[src/rtl/rv_muldiv_pkg.sv]
// Shared definitions for the iterative RV32M multiply/divide unit:
// funct3 encodings, FSM state encoding and funct3 decode helpers.
package rv_muldiv_pkg;

  localparam logic [2:0] F_MUL    = 3'b000;
  localparam logic [2:0] F_MULH   = 3'b001;
  localparam logic [2:0] F_MULHSU = 3'b010;
  localparam logic [2:0] F_MULHU  = 3'b011;
  localparam logic [2:0] F_DIV    = 3'b100;
  localparam logic [2:0] F_DIVU   = 3'b101;
  localparam logic [2:0] F_REM    = 3'b110;
  localparam logic [2:0] F_REMU   = 3'b111;

  typedef enum logic [1:0] {
    S_IDLE = 2'd0,
    S_CALC = 2'd1,
    S_FIX  = 2'd2,
    S_DONE = 2'd3
  } state_e;

  function automatic logic is_div(input logic [2:0] f);
    return f[2];
  endfunction

  function automatic logic is_signed_op1(input logic [2:0] f);
    return (f == F_MULH) || (f == F_MULHSU) || (f == F_DIV) || (f == F_REM);
  endfunction

  function automatic logic is_signed_op2(input logic [2:0] f);
    return (f == F_MULH) || (f == F_DIV) || (f == F_REM);
  endfunction

  // High word of the product for MULH*, remainder (also kept in the high
  // half of the shared accumulator) for REM*.
  function automatic logic sel_high(input logic [2:0] f);
    return (f != F_MUL) && (f != F_DIV) && (f != F_DIVU);
  endfunction

endpackage

[src/rtl/rv_muldiv_sign_prep.sv]
// Combinational operand preparation for the M-extension datapath.
//   funct_i      funct3 of the operation
//   op1_i/op2_i  raw rs1/rs2 values
//   mag1_o/2_o   operand magnitudes (absolute value for signed operands)
//   neg_o        final result must be two's-complement negated
//   div_zero_o   divide/remainder by zero
//   ovf_o        signed divide overflow (most-negative / -1)
module rv_muldiv_sign_prep
  import rv_muldiv_pkg::*;
#(
  parameter int XLEN = 32
) (
  input  logic [2:0]      funct_i,
  input  logic [XLEN-1:0] op1_i,
  input  logic [XLEN-1:0] op2_i,
  output logic [XLEN-1:0] mag1_o,
  output logic [XLEN-1:0] mag2_o,
  output logic            neg_o,
  output logic            div_zero_o,
  output logic            ovf_o
);

  logic s1, s2;

  assign s1     = is_signed_op1(funct_i) & op1_i[XLEN-1];
  assign s2     = is_signed_op2(funct_i) & op2_i[XLEN-1];
  assign mag1_o = s1 ? -op1_i : op1_i;
  assign mag2_o = s2 ? -op2_i : op2_i;

  // Low word of MUL is identical for signed and unsigned operands, so it
  // runs on raw operands and never negates. Remainder follows the dividend.
  always_comb begin
    neg_o = s1 ^ s2;
    if (funct_i == F_MUL)                          neg_o = 1'b0;
    else if (funct_i == F_REM || funct_i == F_REMU) neg_o = s1;
  end

  assign div_zero_o = is_div(funct_i) && (op2_i == '0);
  assign ovf_o      = ((funct_i == F_DIV) || (funct_i == F_REM)) &&
                      (op1_i == {1'b1, {(XLEN-1){1'b0}}}) && (op2_i == '1);

endmodule

[src/rtl/rv_muldiv_unit.sv]
// Iterative RV32M multiply/divide unit: XLEN shift-add / restoring-divide
// steps, one sign/word fix-up cycle, then a held result until consumed.
//   clk, rst              clock, async active-high reset
//   in_valid/in_ready     request handshake (ready only in IDLE)
//   funct, op1, op2       funct3 and operands, latched at acceptance
//   flush                 kill the in-flight operation
//   out_valid/out_ready   result handshake
//   result                registered result word
//   busy                  unit not idle
module rv_muldiv_unit
  import rv_muldiv_pkg::*;
#(
  parameter  int XLEN  = 32,
  localparam int CNT_W = $clog2(XLEN) + 1
) (
  input  logic            clk,
  input  logic            rst,
  input  logic            in_valid,
  output logic            in_ready,
  input  logic [2:0]      funct,
  input  logic [XLEN-1:0] op1,
  input  logic [XLEN-1:0] op2,
  input  logic            flush,
  output logic            out_valid,
  input  logic            out_ready,
  output logic [XLEN-1:0] result,
  output logic            busy
);

  state_e              state_q, state_d;
  logic [CNT_W-1:0]    cnt_q, cnt_d;
  logic [2:0]          funct_q, funct_d;
  logic                neg_q, neg_d;
  logic [XLEN-1:0]     opb_q, opb_d;      // multiplicand or divisor
  logic [2*XLEN-1:0]   acc_q, acc_d;      // {product hi, lo} or {remainder, quotient}
  logic [XLEN-1:0]     result_q, result_d;

  logic [XLEN-1:0] mag1, mag2;
  logic            neg, div_zero, ovf, accept;

  rv_muldiv_sign_prep #(.XLEN(XLEN)) u_prep (
    .funct_i    (funct),
    .op1_i      (op1),
    .op2_i      (op2),
    .mag1_o     (mag1),
    .mag2_o     (mag2),
    .neg_o      (neg),
    .div_zero_o (div_zero),
    .ovf_o      (ovf)
  );

  assign accept = in_valid && (state_q == S_IDLE) && !flush;

  // Shift-add: add multiplicand into the high half when the current
  // multiplier bit (acc LSB) is set, then shift the whole register right.
  logic [XLEN:0]     mul_sum;
  logic [2*XLEN-1:0] mul_nxt;
  assign mul_sum = {1'b0, acc_q[2*XLEN-1:XLEN]} + {1'b0, opb_q};
  assign mul_nxt = acc_q[0] ? {mul_sum, acc_q[XLEN-1:1]}
                            : {1'b0, acc_q[2*XLEN-1:1]};

  // Restoring divide: shifted remainder needs XLEN+1 bits for the trial.
  logic [XLEN:0]     div_trial;
  logic [2*XLEN-1:0] div_nxt;
  assign div_trial = acc_q[2*XLEN-1:XLEN-1] - {1'b0, opb_q};
  assign div_nxt   = div_trial[XLEN] ? {acc_q[2*XLEN-2:0], 1'b0}
                                     : {div_trial[XLEN-1:0], acc_q[XLEN-2:0], 1'b1};

  // Multiply negates the full double-width product before word select;
  // divide negates only the selected quotient/remainder word.
  logic [2*XLEN-1:0] prod_s;
  logic [XLEN-1:0]   word, fix_res;
  always_comb begin
    prod_s = neg_q ? -acc_q : acc_q;
    word   = sel_high(funct_q) ? acc_q[2*XLEN-1:XLEN] : acc_q[XLEN-1:0];
    if (is_div(funct_q)) fix_res = neg_q ? -word : word;
    else                 fix_res = sel_high(funct_q) ? prod_s[2*XLEN-1:XLEN]
                                                     : prod_s[XLEN-1:0];
  end

  always_comb begin
    state_d  = state_q;
    cnt_d    = cnt_q;
    funct_d  = funct_q;
    neg_d    = neg_q;
    opb_d    = opb_q;
    acc_d    = acc_q;
    result_d = result_q;
    case (state_q)
      S_IDLE: if (accept) begin
        funct_d = funct;
        neg_d   = neg;
        cnt_d   = CNT_W'(XLEN);
        opb_d   = is_div(funct) ? mag2 : mag1;
        acc_d   = {{XLEN{1'b0}}, (is_div(funct) ? mag1 : mag2)};
        state_d = S_CALC;
        // Special cases preload {remainder, quotient} and skip iteration.
        if (div_zero) begin
          acc_d   = {op1, {XLEN{1'b1}}};
          neg_d   = 1'b0;
          state_d = S_FIX;
        end else if (ovf) begin
          acc_d   = {{XLEN{1'b0}}, op1};
          neg_d   = 1'b0;
          state_d = S_FIX;
        end
      end
      S_CALC: begin
        acc_d = is_div(funct_q) ? div_nxt : mul_nxt;
        cnt_d = cnt_q - CNT_W'(1);
        if (cnt_q == CNT_W'(1)) state_d = S_FIX;
      end
      S_FIX: begin
        result_d = fix_res;
        state_d  = S_DONE;
      end
      S_DONE: if (out_ready) state_d = S_IDLE;
      default: state_d = S_IDLE;
    endcase
    if (flush) begin
      state_d  = S_IDLE;
      result_d = result_q;
    end
  end

  always_ff @(posedge clk or posedge rst) begin
    if (rst) begin
      state_q  <= S_IDLE;
      cnt_q    <= '0;
      funct_q  <= '0;
      neg_q    <= 1'b0;
      opb_q    <= '0;
      acc_q    <= '0;
      result_q <= '0;
    end else begin
      state_q  <= state_d;
      cnt_q    <= cnt_d;
      funct_q  <= funct_d;
      neg_q    <= neg_d;
      opb_q    <= opb_d;
      acc_q    <= acc_d;
      result_q <= result_d;
    end
  end

  assign in_ready  = (state_q == S_IDLE);
  assign busy      = (state_q != S_IDLE);
  assign out_valid = (state_q == S_DONE);
  assign result    = result_q;

endmodule

[config.mk]
export PLATFORM = sky130hd
export DESIGN_NAME = rv_muldiv_unit
export DESIGN_NICKNAME = d
export VERILOG_FILES = /design/src/rtl/rv_muldiv_pkg.sv /design/src/rtl/rv_muldiv_sign_prep.sv /design/src/rtl/rv_muldiv_unit.sv
export SDC_FILE = /design/constraint.sdc
export NUM_CORES = 1
export LEC_CHECK = 0
export BUFFER_PORTS_ARGS = -buffer_cell sky130_fd_sc_hd__buf_2
export CAP_MARGIN = 10
export CORE_ASPECT_RATIO = 1.25
export CORE_MARGIN = 1.5
export CORE_UTILIZATION = 40
export CTS_BUF_LIST = sky130_fd_sc_hd__clkbuf_4
export CTS_CLUSTER_DIAMETER = 40
export DETAILED_ROUTE_END_ITERATION = 8
export PLACE_DENSITY_LB_ADDON = 0.12
export SYNTH_ARGS = -nofsm -noshare
export SYNTH_HDL_FRONTEND = slang
export SYNTH_SLANG_ARGS = --single-unit
[constraint.sdc]
create_clock -name clk -period 8.4 [get_ports clk]
set_input_delay 1.68 -clock clk [delete_from_list [all_inputs] [get_ports clk]]
set_output_delay 1.68 -clock clk [all_outputs]
set_load 0.005 [all_outputs]
# Word level (Yosys, flattened, before mapping)
# Cells that the tools add are included.
dict set report word_totals {
  output_inout_bits 35
  wordCells 89
  register_bits 140
  inputBits 72
}
dict set report classes {
  bitwise 4
  reduce_logical 25
  eq_ne 17
  addsub 7
  mux 29
}
# op count
set ops {}
lappend ops {{64-bit 2-to-1 mux} 6}
lappend ops {{32-bit 2-to-1 mux} 9}
lappend ops {{64-bit case mux with 2 select lines} 1}
lappend ops {{32-bit negation} 3}
lappend ops {{32-bit equality test, second input constant} 2}
lappend ops {{64-bit negation} 1}
lappend ops {{32-bit by 32-bit adder with 33-bit output} 1}
lappend ops {{33-bit by 32-bit subtractor with 33-bit output} 1}
lappend ops {{32-bit zero test} 1}
lappend ops {{2-bit 2-to-1 mux} 6}
lappend ops {{6-bit case mux with 2 select lines} 1}
lappend ops {{3-bit equality test, second input constant} 3}
lappend ops {{3-bit inequality test, second input constant} 3}
lappend ops {{2-bit case mux with 4 select lines} 1}
lappend ops {{1-bit logical AND} 7}
lappend ops {{1-bit logical OR} 7}
lappend ops {{6-bit by 1-bit equality test with 1-bit output, second input constant} 1}
lappend ops {{6-bit 2-to-1 mux} 1}
lappend ops {{2-bit AND reduction} 3}
lappend ops {{6-bit by 1-bit subtractor with 6-bit output, second input constant} 1}
lappend ops {{2-bit equality test, second input constant} 2}
lappend ops {{1-bit 2-to-1 mux} 4}
lappend ops {{2-bit nonzero test} 2}
lappend ops {{3-bit by 1-bit equality test with 1-bit output, second input constant} 1}
lappend ops {{other kinds (13)} 14}

# Longest topological paths before layout
dict set report depth {
  word_depth 11
  mapped_depth 15
  mapped_depth_nobuf 13
}

# By module
# From an unflattened synthesis, not the netlist that was laid out.
dict set report hier_totals {
  hier_cells 2192
  area_unflattened_um2 16975.0
}
# mod cells_each area_per_inst_um2 instances seq_area_each_um2
set by_module_without_submodules {}
lappend by_module_without_submodules {rv_muldiv_unit 1960 15342.2 1 3503.4}
lappend by_module_without_submodules {rv_muldiv_sign_prep 232 1632.8 1 0.0}

# Worst setup path before layout
# Ideal clock, no wire load.
dict set report synth_path {
  kind {input -> register}
  start {input port op2[6]}
  end {register acc_q[53]}
  path_stages 11
  arrival_time_ns 4.199
  path_slack_ns 4.119
  cell_sequence {or4_1 nor4b_1 and2_1 and2_0 and4b_1 clkbuf_1 clkbuf_1 a21oi_1 o21ai_0 o31ai_1 a31oi_1}
}
dict set report synth_between {
  elab_chain_len 5
}
# element line
set synth_lines {}
lappend synth_lines {{from (decl)} rv_muldiv_unit.sv:22} ;# input logic [XLEN-1:0] op2,
lappend synth_lines {{32-bit zero test} rv_muldiv_sign_prep.sv:38} ;# assign div_zero_o = is_div(funct_i) && (op2_i == '0);
lappend synth_lines {{1-bit logical AND} rv_muldiv_sign_prep.sv:38}
lappend synth_lines {{64-bit 2-to-1 mux} rv_muldiv_unit.sv:98} ;# if (div_zero) begin
lappend synth_lines {{64-bit 2-to-1 mux} rv_muldiv_unit.sv:90} ;# S_IDLE: if (accept) begin
lappend synth_lines {{64-bit case mux with 2 select lines} rv_muldiv_unit.sv:89} ;# case (state_q)
lappend synth_lines {{to (signal assigned)} rv_muldiv_unit.sv:133} ;# acc_q <= '0;
lappend synth_lines {{to (signal assigned)} rv_muldiv_unit.sv:141} ;# acc_q <= acc_d;
lappend synth_lines {{to (decl)} rv_muldiv_unit.sv:35} ;# logic [2*XLEN-1:0] acc_q, acc_d;
# Every way passes these cells. The select of a mux whose other input is x is not followed.
# A chain may end at the register's enable or synchronous reset.

# Worst setup path in the final report
dict set report layout_path {
  start {register acc_q[31]}
  end {register acc_q[42]}
}
dict set report layout_between {
  elab_chain_len 4
}
# element line
set layout_lines {}
lappend layout_lines {{33-bit by 32-bit subtractor with 33-bit output} rv_muldiv_unit.sv:65} ;# assign div_trial = acc_q[2*XLEN-1:XLEN-1] - {1'b0, opb_q};
lappend layout_lines {{64-bit 2-to-1 mux} rv_muldiv_unit.sv:66} ;# assign div_nxt = div_trial[XLEN] ? {acc_q[2*XLEN-2:0], 1'b0}
lappend layout_lines {{64-bit 2-to-1 mux} rv_muldiv_unit.sv:109} ;# acc_d = is_div(funct_q) ? div_nxt : mul_nxt;
lappend layout_lines {{64-bit case mux with 2 select lines} rv_muldiv_unit.sv:89}
# Every way passes these cells.

==> flow_summary.yaml <==
timing:
  clock_skew_ns: 0.0287
  fmax_ghz: 0.211
  period_needed_ns: 4.74
  timing.final.crit_share_pct: 56.5
  hold_viol_final: 0
  drv_slew: 0
  maxSlewHeadroom_pct: 24.3
  worst_pin_slew_ns: 1.13
  final.setup.tns_ns: 0
  rsz0062_at_grt: "no"
  report.final.setup_viol: 0
logic_synthesis:
  async_flop_share_pct: 100
  synth_top_area_cell: "dfrtp_1"
  synthSimpleGateAreaFrac_pct: 20.5
  synthCells: 2184
  syn_avg_cell_area_um2: 7.32
  synth_enable_flop_cells: 0
  ys_top_cells_by_count: "278 x nand2_1, 212 x a21oi_1, 209 x o21ai_0, 171 x nor2_1, 150 x clkbuf_1"
  synth_cell_types: 82
  ys_seq_area_share_pct: 21.9
  ys_ff_latch: 140
  netlist.area_leader.share_pct: 21.9
  synth.most_common_cell: "nand2_1"
  syn-cell-area_um2: 16000
  syn_nets: 2333
  synth_compound_area_share_pct: 28.4
  yosys.area_share.xor_xnor_pct: 11.0
  synthFlopType: "dfrtp_1"
  yosysWarnings: 0
  synth_top_family_by_area: "compound AO/OA/AOI/OAI gates"
  synth_mux_area_share_pct: 5.13
  synth_fa_ha_area_share_pct: 6.12
  synth_area_leaders: "dfrtp_1 22%, a21oi_1 6.6%, o21ai_0 6.5%"
power:
  p_leak_nw: 7.04
  ir_worst_vdd_mv: 0.249
  powerDensity_nw_per_um2: 448
place:
  placed_cells: 2639
  gp_congestion: 0.943
  portBuffers: 106
  post-dp-hpwl_um: 45000
critical_path:
  slowest_stage: "xnor2_2"
  crit_chain: "inv_1 > ha_1 > fa_1 > nand2b_1 > a211oi_1 > o211ai_1 > a211oi_1 > o21ai_0 > xnor2_2 > buf_4 > mux2i_1 > a22oi_1 > a221oi_1 > nor2_1"
  cpPeakStageDelay_ns: 0.57
  worstSetupStartpointType: "flip-flop"
  crit_family: "compound AO/OA/AOI/OAI gates"
  cp.arrival_ns: 5.29
  cp_max_fo: 18
  end_kind: "flip-flop"
  worstPathRequired_ns: 8.95
  worstSetupPathType: "flip-flop to flip-flop"
  cp_num_buf_inv: 2
  crit_top_cell: "a211oi_1"
clocking:
  cts_tree: "done"
  post_cts_resized: 0
  postCtsHoldBufs: 0
  clk_path_buf_depth: 2
  clk_pin_slew_ns: 0.14
  clock-sinks: 140
  postCtsSetupBuffers: 0
  cts_made_buffers: 17
  htree_levels: 4
  cts_root_buffer: "clkbuf_4"
  worstSkewPairLatency_ns: 0.65
route:
  dr.pass1.iters: 7
  drc: 0
  wire_per_inst_um: 22.2
  drtAntennaViolNets: 0
  drt_first_iter_violations: 1347
  routed_wl_um: 59200
  vias: 16100
  viasPerCell: 6.03
status:
  status: "finished, final reports clean"
global_routing:
  grt.overflow.total: 0
  grt_max_degree: 90
  gr-usage-all-layers_pct: 29.1
  grt_pass1_vias: 15700
  antenna_found_initial: 3
  grt_pass1_wl_um: 92000
final_layout:
  syn_to_final_growth_pct: 5.69
  drive_gt1_share_pct: 10.1
  nFillCells: 4203
  nNetsFinal: 2309
  layout.cells.non_filler: 2673
  finish.utilization_pct: 43.0
die:
  start_util_pct: 40.7
  die-area_um2: 41200
  num_io_pins: 107
  die_h_um: 227
  core_um2: 39300
  row_count: 81
  die_w_um: 182
worst_hold_path:
  hold_path_class: "flip-flop to flip-flop"
job:
  cap_violations: 0
==> cell families after synthesis <==
logic type / count (synthesis)
XOR/XNOR: 200
flip-flops: 140
adder cells (fa/ha/maj): 77
multiplexers: 81
AO/OA/AOI/OAI: 734
AND/OR/NAND/NOR: 699
buffers and inverters: 253
==> worst paths after layout <==
kind / cells past startpoint / to / slack, ns / from
setup / recovery: 14 / acc_q[42] / 3.66 / acc_q[31]
hold / removal: 2 / result[10] / 0.48 / result[10]
setup reg to reg: 14 / acc_q[42] / 3.66 / acc_q[31]
hold reg to reg: 2 / result[10] / 0.48 / result[10]
max in group asynchronous: 3 / acc_q[33] / 5.89 / rst
min in group asynchronous: 2 / result[3] / 1.21 / rst
==> per-stage QoR <==
step                      power [W]  setup slack [ns]  cell area [um^2]  hold WS (ns)
after global routing        0.00828              3.34             16900         0.517
final                       0.00757              3.66             16900         0.483
after floorplan             0.00559              2.97             16000         0.461
after CTS                   0.00753              3.64             16900         0.494
after global placement      0.00696              3.45             16600         0.456
after detailed placement    0.00701              3.38             16600         0.465
==> state kept, by name, indices dropped and copies added (netlist names) <==
register and cells:
cnt_q 6, neg_q 1, acc_q 64, state_q 2, funct_q 3, opb_q 32, result 32
==> tightest hold or removal path: stages, from the launching register on <==
cell,delay (ns)
dfrtp_1,0.35
nand2_1,0.04
o21ai_0,0.06
==> where the power goes <==
group	total [W]	internal, W	switching, W
sequential	0.00158	0.000974	0.000606
combinational	0.00548	0.00213	0.00336
clock	0.000503	0.000219	0.000284
total	0.00757	0.00332	0.00425
==> per-layer routing <==
metal	global-route usage, %	wire length, um	vias to the layer above
met5	0	27	-
met4	10.1	1650	4
met3	2.91	2580	85
met2	49.7	28500	518
met1	38.2	26500	7663
li1	-	-	7841
==> area by class of cell <==
cell class / count / area (um^2) / share of cell area [%]
Antenna cell: 2 / 5.00 / 0.0296
Clock buffer: 21 / 158 / 0.933
Clock inverter: 11 / 145 / 0.859
Inverter: 76 / 290 / 1.72
Multi-Input combinational cell: 1791 / 11400 / 67.6
Sequential cell: 140 / 3510 / 20.8
Tap cell: 498 / 623 / 3.69
Timing Repair Buffer: 134 / 743 / 4.40
==> placed cells by master (no fill, tap or decap), drive strengths merged, types with 8 or more instances in the layout <==
cell type | Yosys | layout
a211oi | 44 | 44
a21o | 39 | 39
a21oi | 212 | 212
a221oi | 8 | 8
a311oi | 9 | 9
a31oi | 33 | 33
and2 | 9 | 9
and3 | 8 | 8
buf | 12 | 134
clkbuf | 163 | 21
clkinv | 1 | 9
dfrtp | 140 | 140
ha | 75 | 75
inv | 75 | 75
mux2 | 8 | 8
mux2i | 73 | 73
nand2 | 278 | 278
nand2b | 18 | 18
nand3 | 40 | 40
nand4 | 25 | 25
nor2 | 171 | 171
nor2b | 12 | 12
nor3 | 40 | 40
nor4 | 14 | 14
o211ai | 36 | 36
o21a | 8 | 8
o21ai | 211 | 211
o21bai | 10 | 10
o221ai | 8 | 8
o22ai | 10 | 10
o311ai | 10 | 10
o31ai | 35 | 35
o41ai | 18 | 18
or2 | 10 | 10
or3 | 27 | 27
or4 | 16 | 16
xnor2 | 101 | 101
xor2 | 99 | 99
Power figures use the tool's default switching activity.
